<file path="config.mk">
export PLATFORM = sky130hd
export DESIGN_NAME = run_ctrl
export DESIGN_NICKNAME = d
export VERILOG_FILES = /design/src/rtl/run_ctrl_pkg.sv /design/src/rtl/run_ctrl_sat_counter.sv /design/src/rtl/run_ctrl.sv
export SDC_FILE = /design/constraint.sdc
export NUM_CORES = 1
export LEC_CHECK = 0
export ABC_AREA = 1
export CORE_MARGIN = 3
export CORE_UTILIZATION = 30
export CTS_BUF_LIST = sky130_fd_sc_hd__clkbuf_4
export DETAILED_ROUTE_END_ITERATION = 6
export GPL_TIMING_DRIVEN = 0
export PLACE_DENSITY = 0.58
export SYNTH_ARGS = -nofsm -noshare
export SYNTH_HDL_FRONTEND = slang
export SYNTH_SLANG_ARGS = --single-unit
</file>
<file path="constraint.sdc">
create_clock -name CLK -period 1.5 [get_ports CLK]
set_input_delay 0.225 -clock CLK [delete_from_list [all_inputs] [get_ports CLK]]
set_output_delay 0.225 -clock CLK [all_outputs]
set_load 0.005 [all_outputs]
</file>
<file path="src/rtl/run_ctrl_pkg.sv">
// run_ctrl_pkg: shared state encoding, default widths and drain-counter sizing for run_ctrl
package run_ctrl_pkg;
  typedef enum logic [2:0] {IDLE, ARM, RUN, FINISH, DONE} state_t;
  localparam int CNT_W_DEF = 16;
  function automatic int drain_w(input int n);
    return (n < 1) ? 1 : $clog2(n + 1);
  endfunction
endpackage

</file>
<file path="src/rtl/run_ctrl_sat_counter.sv">
// sat_counter: clearable up-counter that sticks at all-ones instead of wrapping
module sat_counter #(
  parameter int W = 16
) (
  input  logic         clk,
  input  logic         rst,
  input  logic         clr,
  input  logic         inc,
  output logic [W-1:0] q
);
  // clear wins over increment; increment stops once every bit is set
  always_ff @(posedge clk)
    if (rst || clr) q <= '0;
    else if (inc && !(&q)) q <= q + 1'b1;
endmodule

</file>
<file path="src/rtl/run_ctrl.sv">
// run_ctrl: start/halt run sequencer with drain delay and cycle counter; RUN_TIMEOUT_EN adds a watchdog
module run_ctrl
  import run_ctrl_pkg::*;
#(
  parameter int CNT_W        = CNT_W_DEF,
  parameter int DRAIN_CYCLES = 2
`ifdef RUN_TIMEOUT_EN
  , parameter int unsigned MAX_CYCLES = 32'hFFFF
`endif
) (
  input  logic             CLK,
  input  logic             Reset,
  input  logic             start,
  input  logic             halt,
  output logic             run_en,
  output logic             pc_reset,
  output logic             done,
  output logic [CNT_W-1:0] cycle_count,
  output logic             timeout
);
  localparam int DRAIN_W = drain_w(DRAIN_CYCLES);
  state_t state, next;
  logic [DRAIN_W-1:0] drain;
  logic drain_last, wd;
  assign drain_last = (drain == DRAIN_W'(DRAIN_CYCLES - 1));
`ifdef RUN_TIMEOUT_EN
  assign wd = (cycle_count == CNT_W'(MAX_CYCLES - 1));
  // timeout latches when the watchdog, not halt, ends the run; a new arm clears it
  always_ff @(posedge CLK)
    if (Reset || next == ARM) timeout <= 1'b0;
    else if (state == RUN && next == DONE && !halt) timeout <= 1'b1;
`else
  assign wd = 1'b0;
  assign timeout = 1'b0;
`endif
  // next state: start always re-arms, halt beats the watchdog, zero drain skips FINISH
  always_comb begin
    next = state;
    case (state)
      IDLE:    next = start ? ARM : IDLE;
      ARM:     next = start ? ARM : RUN;
      RUN:     next = start ? ARM : halt ? ((DRAIN_CYCLES == 0) ? DONE : FINISH) : wd ? DONE : RUN;
      FINISH:  next = start ? ARM : drain_last ? DONE : FINISH;
      DONE:    next = start ? ARM : DONE;
      default: next = IDLE;
    endcase
  end
  // state register
  always_ff @(posedge CLK)
    if (Reset) state <= IDLE;
    else state <= next;
  // drain counter restarts at zero on every entry into FINISH
  always_ff @(posedge CLK)
    if (Reset || state != FINISH) drain <= '0;
    else drain <= drain + 1'b1;
  sat_counter #(.W(CNT_W)) u_cnt (
    .clk (CLK),
    .rst (Reset),
    .clr (next == ARM),
    .inc (state == RUN && next != ARM),
    .q   (cycle_count)
  );
  assign run_en   = (state == RUN);
  assign pc_reset = (state == IDLE) || (state == ARM);
  assign done     = (state == DONE);
endmodule

</file>
Word level (Yosys, flattened, before mapping)
Index checks and enable logic that the tools add are counted.
- reductions and logical operators: 8
- magnitude comparators: 0
- shift operators: 0
- $add $sub $neg: 2
- mux-type cells: 8
- equality and inequality tests: 8
- bitwise operators: 0
- multipliers: 0
- divide/modulo/power cells: 0
- operator list (cell ; number):
    adder 16 x 1 -> 16 bit (second input constant) ; 1
    AND reduction 16 bit ; 1
    one-hot mux 3 bit (5 select lines) ; 1
    two-way mux 3 bit ; 3
    equality test 3 x 1 -> 1 bit (second input constant) ; 2
    equality test 3 x 2 -> 1 bit (second input constant) ; 2
    two-way mux 2 bit ; 2
    equality test 3 bit (second input constant) ; 1
    logical NOT 3 bit ; 1
    logical OR 1 bit ; 3
    inequality test 3 x 1 -> 1 bit (second input constant) ; 1
    inequality test 3 x 2 -> 1 bit (second input constant) ; 1
    adder 2 x 1 -> 2 bit (second input constant) ; 1
    equality test 2 x 1 -> 1 bit (second input constant) ; 1
    logical AND 1 bit ; 2
    two-way mux 1 bit ; 2
    logical NOT 1 bit ; 1
- memories kept: 0
- register bits: 21
- logic and storage cells: 29
- bits in writable memories: 0
- latch bits: 0
- bits in read-only memories: 0

Logic depth before layout (Yosys ltp)
Gate-level depths: netlist of the first run.
- word-level depth: 7
- mapped depth: 10
- mapped depth without buffers: 9

Modules after synthesis
Synthesis of the first run repeated with hierarchy kept, for this count alone.
- cells, all modules: 188
- area total of the unflattened synthesis: 1270.0 um2
- by module, submodules not included (module ; sequential area each (um2) ; cells each ; instances ; area an instance (um2)):
    sat_counter ; 320.3 ; 144 ; 1 ; 958.4
    run_ctrl ; 100.1 ; 44 ; 1 ; 311.5

Worst setup path before layout of the first run
Ideal clock, no wire load.
- path type: register -> register
- start point: reg u_cnt.q[0]
- end point: reg u_cnt.q[0]
- period minus slack after synthesis: 1.536 ns
- path slack: -0.036 ns
- arrival time: 1.470 ns
- cell stages (with the launch flop): 11
- path through: dfxtp_1 > ha_1 > nand2_2 > nor2_4 > nand2_2 > nor2_4 > nor2_4 > inv_6 > buf_12 > nand2_1 > a21oi_2
- longest elaborated chain between the ends: 3
- elaborated cells on any way between the ends: 4
- classes of those cells: add/sub (1); reduce/logical (3)
- RTL lines (element ; line ; source):
    start: declaration ; run_ctrl_sat_counter.sv:9 ; output logic [W-1:0] q
    start signal: assignment ; run_ctrl_sat_counter.sv:14 ; else if (inc && !(&q)) q <= q + 1'b1;
    branches (longest 3 deep; another with adder 16 x 1 -> 16 bit) ; -- ;
Parallel ways; which one is timed is not known.
A chain may end at the register's enable or synchronous reset.

Worst setup path after layout of the first run
- start point: reg u_cnt.q[13]
- end point: out cycle_count[13]
- RTL lines (element ; line ; source):
    end: declaration ; run_ctrl.sv:18 ; output logic [CNT_W-1:0] cycle_count,
No word-level cell between the ends.

==> results of run 1 <==
[kinds of logic after synthesis]
| family | after synthesis | share of synthesized area (%) |
|---|---|---|
| flops | 21 | 32.68 |
| compound gates | 18 | 10.12 |
| fa+ha+maj | 2 | 1.945 |
| buf+inv | 20 | 8.949 |
| xor+xnor | 6 | 4.086 |
| other cells | 1 | 0.2915 |
| simple gates | 121 | 41.93 |
[worst max path at each step]
stage                     start               to  cells past startpoint
finish              u_cnt.q[13]  cycle_count[13]                      1
global route         u_cnt.q[0]      u_cnt.q[13]                     10
CTS                  u_cnt.q[0]      u_cnt.q[13]                     10
detailed placement   u_cnt.q[1]       u_cnt.q[0]                     10
global placement     u_cnt.q[1]       u_cnt.q[0]                     10
floorplan            u_cnt.q[1]       u_cnt.q[0]                     10
[layout by cell type (no fill, tap or decap), types with 3 or more instances in the layout]
master           instances
buf_4                   16
nand2_4                 16
nor2_2                   3
nand2_1                 50
clkdlybuf4s50_1         13
nand4_1                  7
nor2_1                  19
dlygate4sd2_1            3
xor2_1                   4
nand3_1                 12
a21oi_2                 14
clkbuf_4                 3
inv_1                   14
dlymetal6s2s_1           4
nor2_4                   4
dfxtp_4                 15
buf_6                    4
dfxtp_2                  4
nand2_2                  7
[power by group]
part / internal [mW] / switching, mW
Combinational: 0.0414 / 0.0486
Clock: 0.0998 / 0.185
Sequential: 0.535 / 0.00296
[through the flow]
| step | worst slack, ns | setup TNS (ns) | util [%] |
|---|---|---|---|
| after floorplan | 0.01749 | 0 | - |
| after CTS | -0.02631 | -0.07850 | 44.56 |
| after detailed placement | -0.1538 | -2.033 | 38.76 |
| after global routing | -0.06345 | -0.7508 | 50.26 |
| final | -0.0007320 | -0.0007320 | 50.26 |
| after global placement | -0.1496 | -2.022 | 38.76 |
[per-layer routing]
metal / vias up / global-route usage (%) / wire (µm)
li1: 698 / - / -
met1: 618 / 18.10 / 1558
met2: 27 / 22.24 / 1585
met3: 4 / 3.927 / 158
met4: 0 / 3.758 / 39
met5: - / 0 / 0
[sequential cells by signal, summed over array words and instances, names as in the netlist]
signal / cells
u_cnt.q: 16
state: 3
drain: 2
[timing repair]
action,CTS,global route
cloned,2,0
pin swaps,6,14
setup buffers,13,7
hold buffers,0,0
gates resized for setup,42,57
setup endpoints to repair,34,29
[area by class of cell]
type,instances,area [µm²]
sequential,21,481.7
inverter,16,65.06
clock inverter,1,5.005
clock buffer,3,22.52
multi-input combinational,148,918.4
tap,50,62.56
fill,400,2018
buffer,4,53.80
timing repair buffer,43,430.4
==> run summary, run 1 <==
outcome = complete, but fails checks
failing checks = setup timing
core area = 4058 µm²
most frequent cells after synthesis = nand2_1 (69), nor2_1 (22), dfxtp_1 (21)
initial antenna violation count = 0
hold depth = 1
RSZ-0062 raised after global routing = true
CTS Buffer Depth = 2
critical path data required time = 1.27 ns
Max Clock Freq = 666.3 MHz
Syn Inst Count = 189
worst endpoint data arrival time = 1.28 ns
nets@finish = 243
maximum vdd drop = 366.4 µV
residual DRC count = 0
Tcrit/Tclk final = 100.0%
register bit total from synthesis = 21
Syn. warnings = 0
Max Cap Viol = 0
Final Skew = 0.007407 ns
DP Wirelength = 2.176 mm
Clk Latency, worst-skew pair = 0.32 ns
overall routing resource usage = 13.82%
pin count of the biggest net entering global routing = 13
Post-Route WL = 3.341 mm
Critical Path Sink Type = output port
Avg Cell Area, Syn = 6.805 µm²
total CTS buffers = 3
drt wl/cell = 11.68 µm
CP top delay family = buffers and inverters
Area growth syn-to-layout = 58.56%
post-synth top area share = 32.68%
Initial Utilization = 31.70%
I/O Buffers = 22
Setup WS post-layout = -0.0007320 ns
syn nets = 195
# clock sinks = 21
post-route ant nets = 0
Worst Hold Path EP = drain[0]
final setup fails = 1
share of layout cells above drive strength 1 = 41.95%
placed instance area = 1573 µm²
root buf cell = clkbuf_4
leak pwr = 0.8110 nW
CP cell instances = clkdlybuf4s50_1
first-pass GRT wire length = 5.699 mm
GP Congestion = 0.8238
antenna diode count = 0
CTS clk-pin slew, worst paths = 0.12 ns
worst hold start = drain[0]
worst-case hold slack = 0.4281 ns
CP Launch Type = flop
Top-Level Pins = 24
cell with the most instances after synthesis = nand2_1
final instance area = 2039 µm²
Via density = 4.710
Post-Place Cells = 261
H-Tree Depth = 1
die width = 71.48 µm
Pwr Density = 447.7 nW/µm²
synth unique cells = 24
Post-synth EDFFs = 0
crit path max-delay cell type = clkdlybuf4s50_1
Overflow after GRT = 0
Buf+Inv Stages, Crit Path = 1
TritonRoute pass-1 iters = 4
min Tclk post-route = 1.501 ns
Finished Layout Cells = 286
Die H = 71.48 µm
critical path type = flop to output port
DRT iter0 DRCs = 71
CTS tree = yes
Crit path largest cell delay = 0.53 ns
leading area contributor after synthesis = dfxtp_1
r2r worst-path depth = 10
share of synthesized flip-flops with an asynchronous set or reset = 0%
ys flop type = dfxtp_1
sequential element share of the synthesized area = 32.68%
Slew Limit Fails = 0
r2r endpoint = u_cnt.q[6]
row cnt = 23
top post-synthesis cells by area = dfxtp_1 (33%), nand2_1 (20%), a21oi_2 (6.8%), nor2_1 (6.4%), nand3_1 (4.7%)
Critical R2R Launch = u_cnt.q[0]
die area = 5109 µm²
crit-path max FO = 6
HP Class = flop to flop
Final Hold Fails = 0
Total Power = 913.1 µW
Worst R2R Setup Slack = 0.02 ns
Vias = 1,347
vias in the first global route = 1,292
Post-Syn Area = 1286 µm²
(Power assumes the default switching activity.)
==> run 2, diff against run 1 <==
Settings changed: DONT_BUFFER_PORTS from default to 1, PLACE_DENSITY 0.58 to 0.5.
==> run 2 against run 1 <==
Net effect: the flow still finishes with violations (setup timing); worst hold slack got worse by 0.30 ns; clock skew rose by 0.0031 ns; register-to-register slack got worse by 0.05 ns; setup slack got worse by 0.025 ns; power rose by 1.4%.
==> run summary, run 2 (synthesis results as in run 1) <==
outcome = complete, but fails checks (unchanged)
failing checks = setup timing (unchanged)
leading cell types in the layout, fill and taps excluded = nand2_1 (60), nor2_1 (20), inv_1 (14), a21oi_2 (13), dfxtp_2 (12) (was nand2_1 (50), nor2_1 (19), nand2_4 (16), buf_4 (16), dfxtp_4 (15))
DP Wirelength = 2.256 mm (was 2.176 mm)
Buf+Inv Stages, Crit Path = 2 (was 1)
Top reg by flops = u_cnt.q (unchanged)
leak pwr = 0.5522 nW (was 0.8110 nW)
CP cell instances = ha_4 > nand2_4 > nor2_4 > nand2_2 > nor2_4 > nor2_4 > clkinv_4 > clkbuf_16 > nand2_1 > a21oi_2 (was clkdlybuf4s50_1)
die width = 71.48 µm (unchanged)
worst slack, placed = -0.2141 ns (was -0.1538 ns)
antenna diode count = 0 (unchanged)
worst-case hold slack = 0.1236 ns (was 0.4281 ns)
Max Clock Freq = 655.3 MHz (was 666.3 MHz)
worst endpoint data arrival time = 1.74 ns (was 1.28 ns)
Max Cap Viol = 0 (unchanged)
first-pass GRT wire length = 5.402 mm (was 5.699 mm)
Regs by FF count = u_cnt.q (16), state (3), drain (2) (unchanged)
DRT iter0 DRCs = 51 (was 71)
CP Launch Type = flop (unchanged)
Critical Path Sink Type = flop (was output port)
crit-path max FO = 7 (was 6)
CTS Buffer Depth = 2 (unchanged)
# clock sinks = 21 (unchanged)
Die H = 71.48 µm (unchanged)
Crit path largest cell delay = 0.40 ns (was 0.53 ns)
Post-Route WL = 3.154 mm (was 3.341 mm)
maximum vdd drop = 354.6 µV (was 366.4 µV)
overall routing resource usage = 13.14% (was 13.82%)
Slew Limit Fails = 0 (unchanged)
drt wl/cell = 12.22 µm (was 11.68 µm)
critical path type = flop to flop (was flop to output port)
CP top delay family = simple AND/OR/NAND/NOR gates (was buffers and inverters)
HP Class = input pin to flop (was flop to flop)
Initial Utilization = 31.70% (unchanged)
CTS clk-pin slew, worst paths = 0.12 ns (about the same)
Overflow after GRT = 0 (unchanged)
pin count of the biggest net entering global routing = 12 (was 13)
commonest non-fill, non-tap cell in the layout = nand2_1 (unchanged)
Tcrit/Tclk final = 101.7% (was 100.0%)
final setup fails = 10 (was 1)
Via density = 4.725 (was 4.710)
residual DRC count = 0 (unchanged)
Final Skew = 0.01049 ns (was 0.007407 ns)
min Tclk post-route = 1.526 ns (was 1.501 ns)
max FFs per register = 16 (unchanged)
crit-path most repeated cell = nor2_4
H-Tree Depth = 1 (unchanged)
Top-Level Pins = 24 (unchanged)
share of layout cells above drive strength 1 = 36.06% (was 41.95%)
nets@finish = 215 (was 243)
Sum Neg Setup Slack = -0.1219 ns (was -0.0007320 ns)
Area growth syn-to-layout = 26.36% (was 58.56%)
core area = 4058 µm² (unchanged)
TritonRoute pass-1 iters = 4 (unchanged)
Vias = 1,219 (was 1,347)
crit path max-delay cell type = dfxtp_4 (was clkdlybuf4s50_1)
vias in the first global route = 1,155 (was 1,292)
Setup WS post-layout = -0.02600 ns (was -0.0007320 ns)
post-route ant nets = 0 (unchanged)
I/O Buffers = 0 (was 22)
die area = 5109 µm² (unchanged)
Clk Latency, worst-skew pair = 0.31 ns (was 0.32 ns)
critical path data required time = 1.72 ns (was 1.27 ns)
Final Hold Fails = 0 (unchanged)
CTS tree = yes (unchanged)
initial antenna violation count = 0 (unchanged)
Pwr Density = 569.4 nW/µm² (was 447.7 nW/µm²)
GP Congestion = 0.7875 (was 0.8238)
total CTS buffers = 3 (unchanged)
root buf cell = clkbuf_4 (unchanged)
row cnt = 23 (unchanged)
RSZ-0062 raised after global routing = true (unchanged)
==> run 2: area by class of cell <==
type | count | area (µm²)
clock buffers | 4 | 30.03
inverters | 16 | 65.06
flip-flops and latches | 21 | 442.9
repair buffers | 15 | 152.6
multi-input cells | 148 | 822.0
fillers | 435 | 2432
well taps | 50 | 62.56
plain buffers | 4 | 50.05
==> run 2: worst paths after layout <==
| path | slack, ns | endpoint | from | depth (start not counted) |
|---|---|---|---|---|
| min | 0.12 | state[2] | start | 3 |
| max reg2reg | -0.03 | u_cnt.q[0] | u_cnt.q[0] | 10 |
| min reg2reg | 0.42 | drain[0] | drain[0] | 1 |
| max | -0.03 | u_cnt.q[0] | u_cnt.q[0] | 10 |
==> run 2: per-stage QoR <==
stage	util [%]	cell area [µm²]	power, mW	instances
floorplan	-	1290	0.6179	189
detailed placement	33.33	1353	0.6285	239
global placement	33.33	1353	0.6292	239
finish	40.06	1625	0.9255	258
CTS	37.62	1526	0.9341	253
global route	40.06	1625	0.9748	258
==> run 2: tightest hold or removal path, delay by kind of cell <==
kind | cells | cell delay (ns)
AND/OR/NAND/NOR | 1 | 0.07
buffers and inverters | 1 | 0.06
AO/OA/AOI/OAI | 1 | 0.04
==> run 2: report_power, final <==
part	leakage [nW]	internal, mW	switching, mW	total [mW]
clock network	0.0184	0.122	0.173	0.295
registers	0.177	0.557	0.00452	0.561
logic	0.356	0.0293	0.0400	0.0693
==> run 2: routing by layer <==
layer / up-vias / track usage, % / wire [µm]
li1: 640 / - / -
met1: 551 / 17.84 / 1438
met2: 26 / 19.90 / 1453
met3: 2 / 5.189 / 241
met4: 0 / 2.505 / 21
met5: - / 0 / 0
==> run 2: timing repair <==
action | CTS | global route
hold buffers | 1 | 0
buffers inserted | 8 | 4
endpoints found under the setup margin | 16 | 16
pin swaps | 8 | 3
cloned | 1 | 1
resized for setup | 19 | 19
endpoints found under the hold margin | 3 | 0
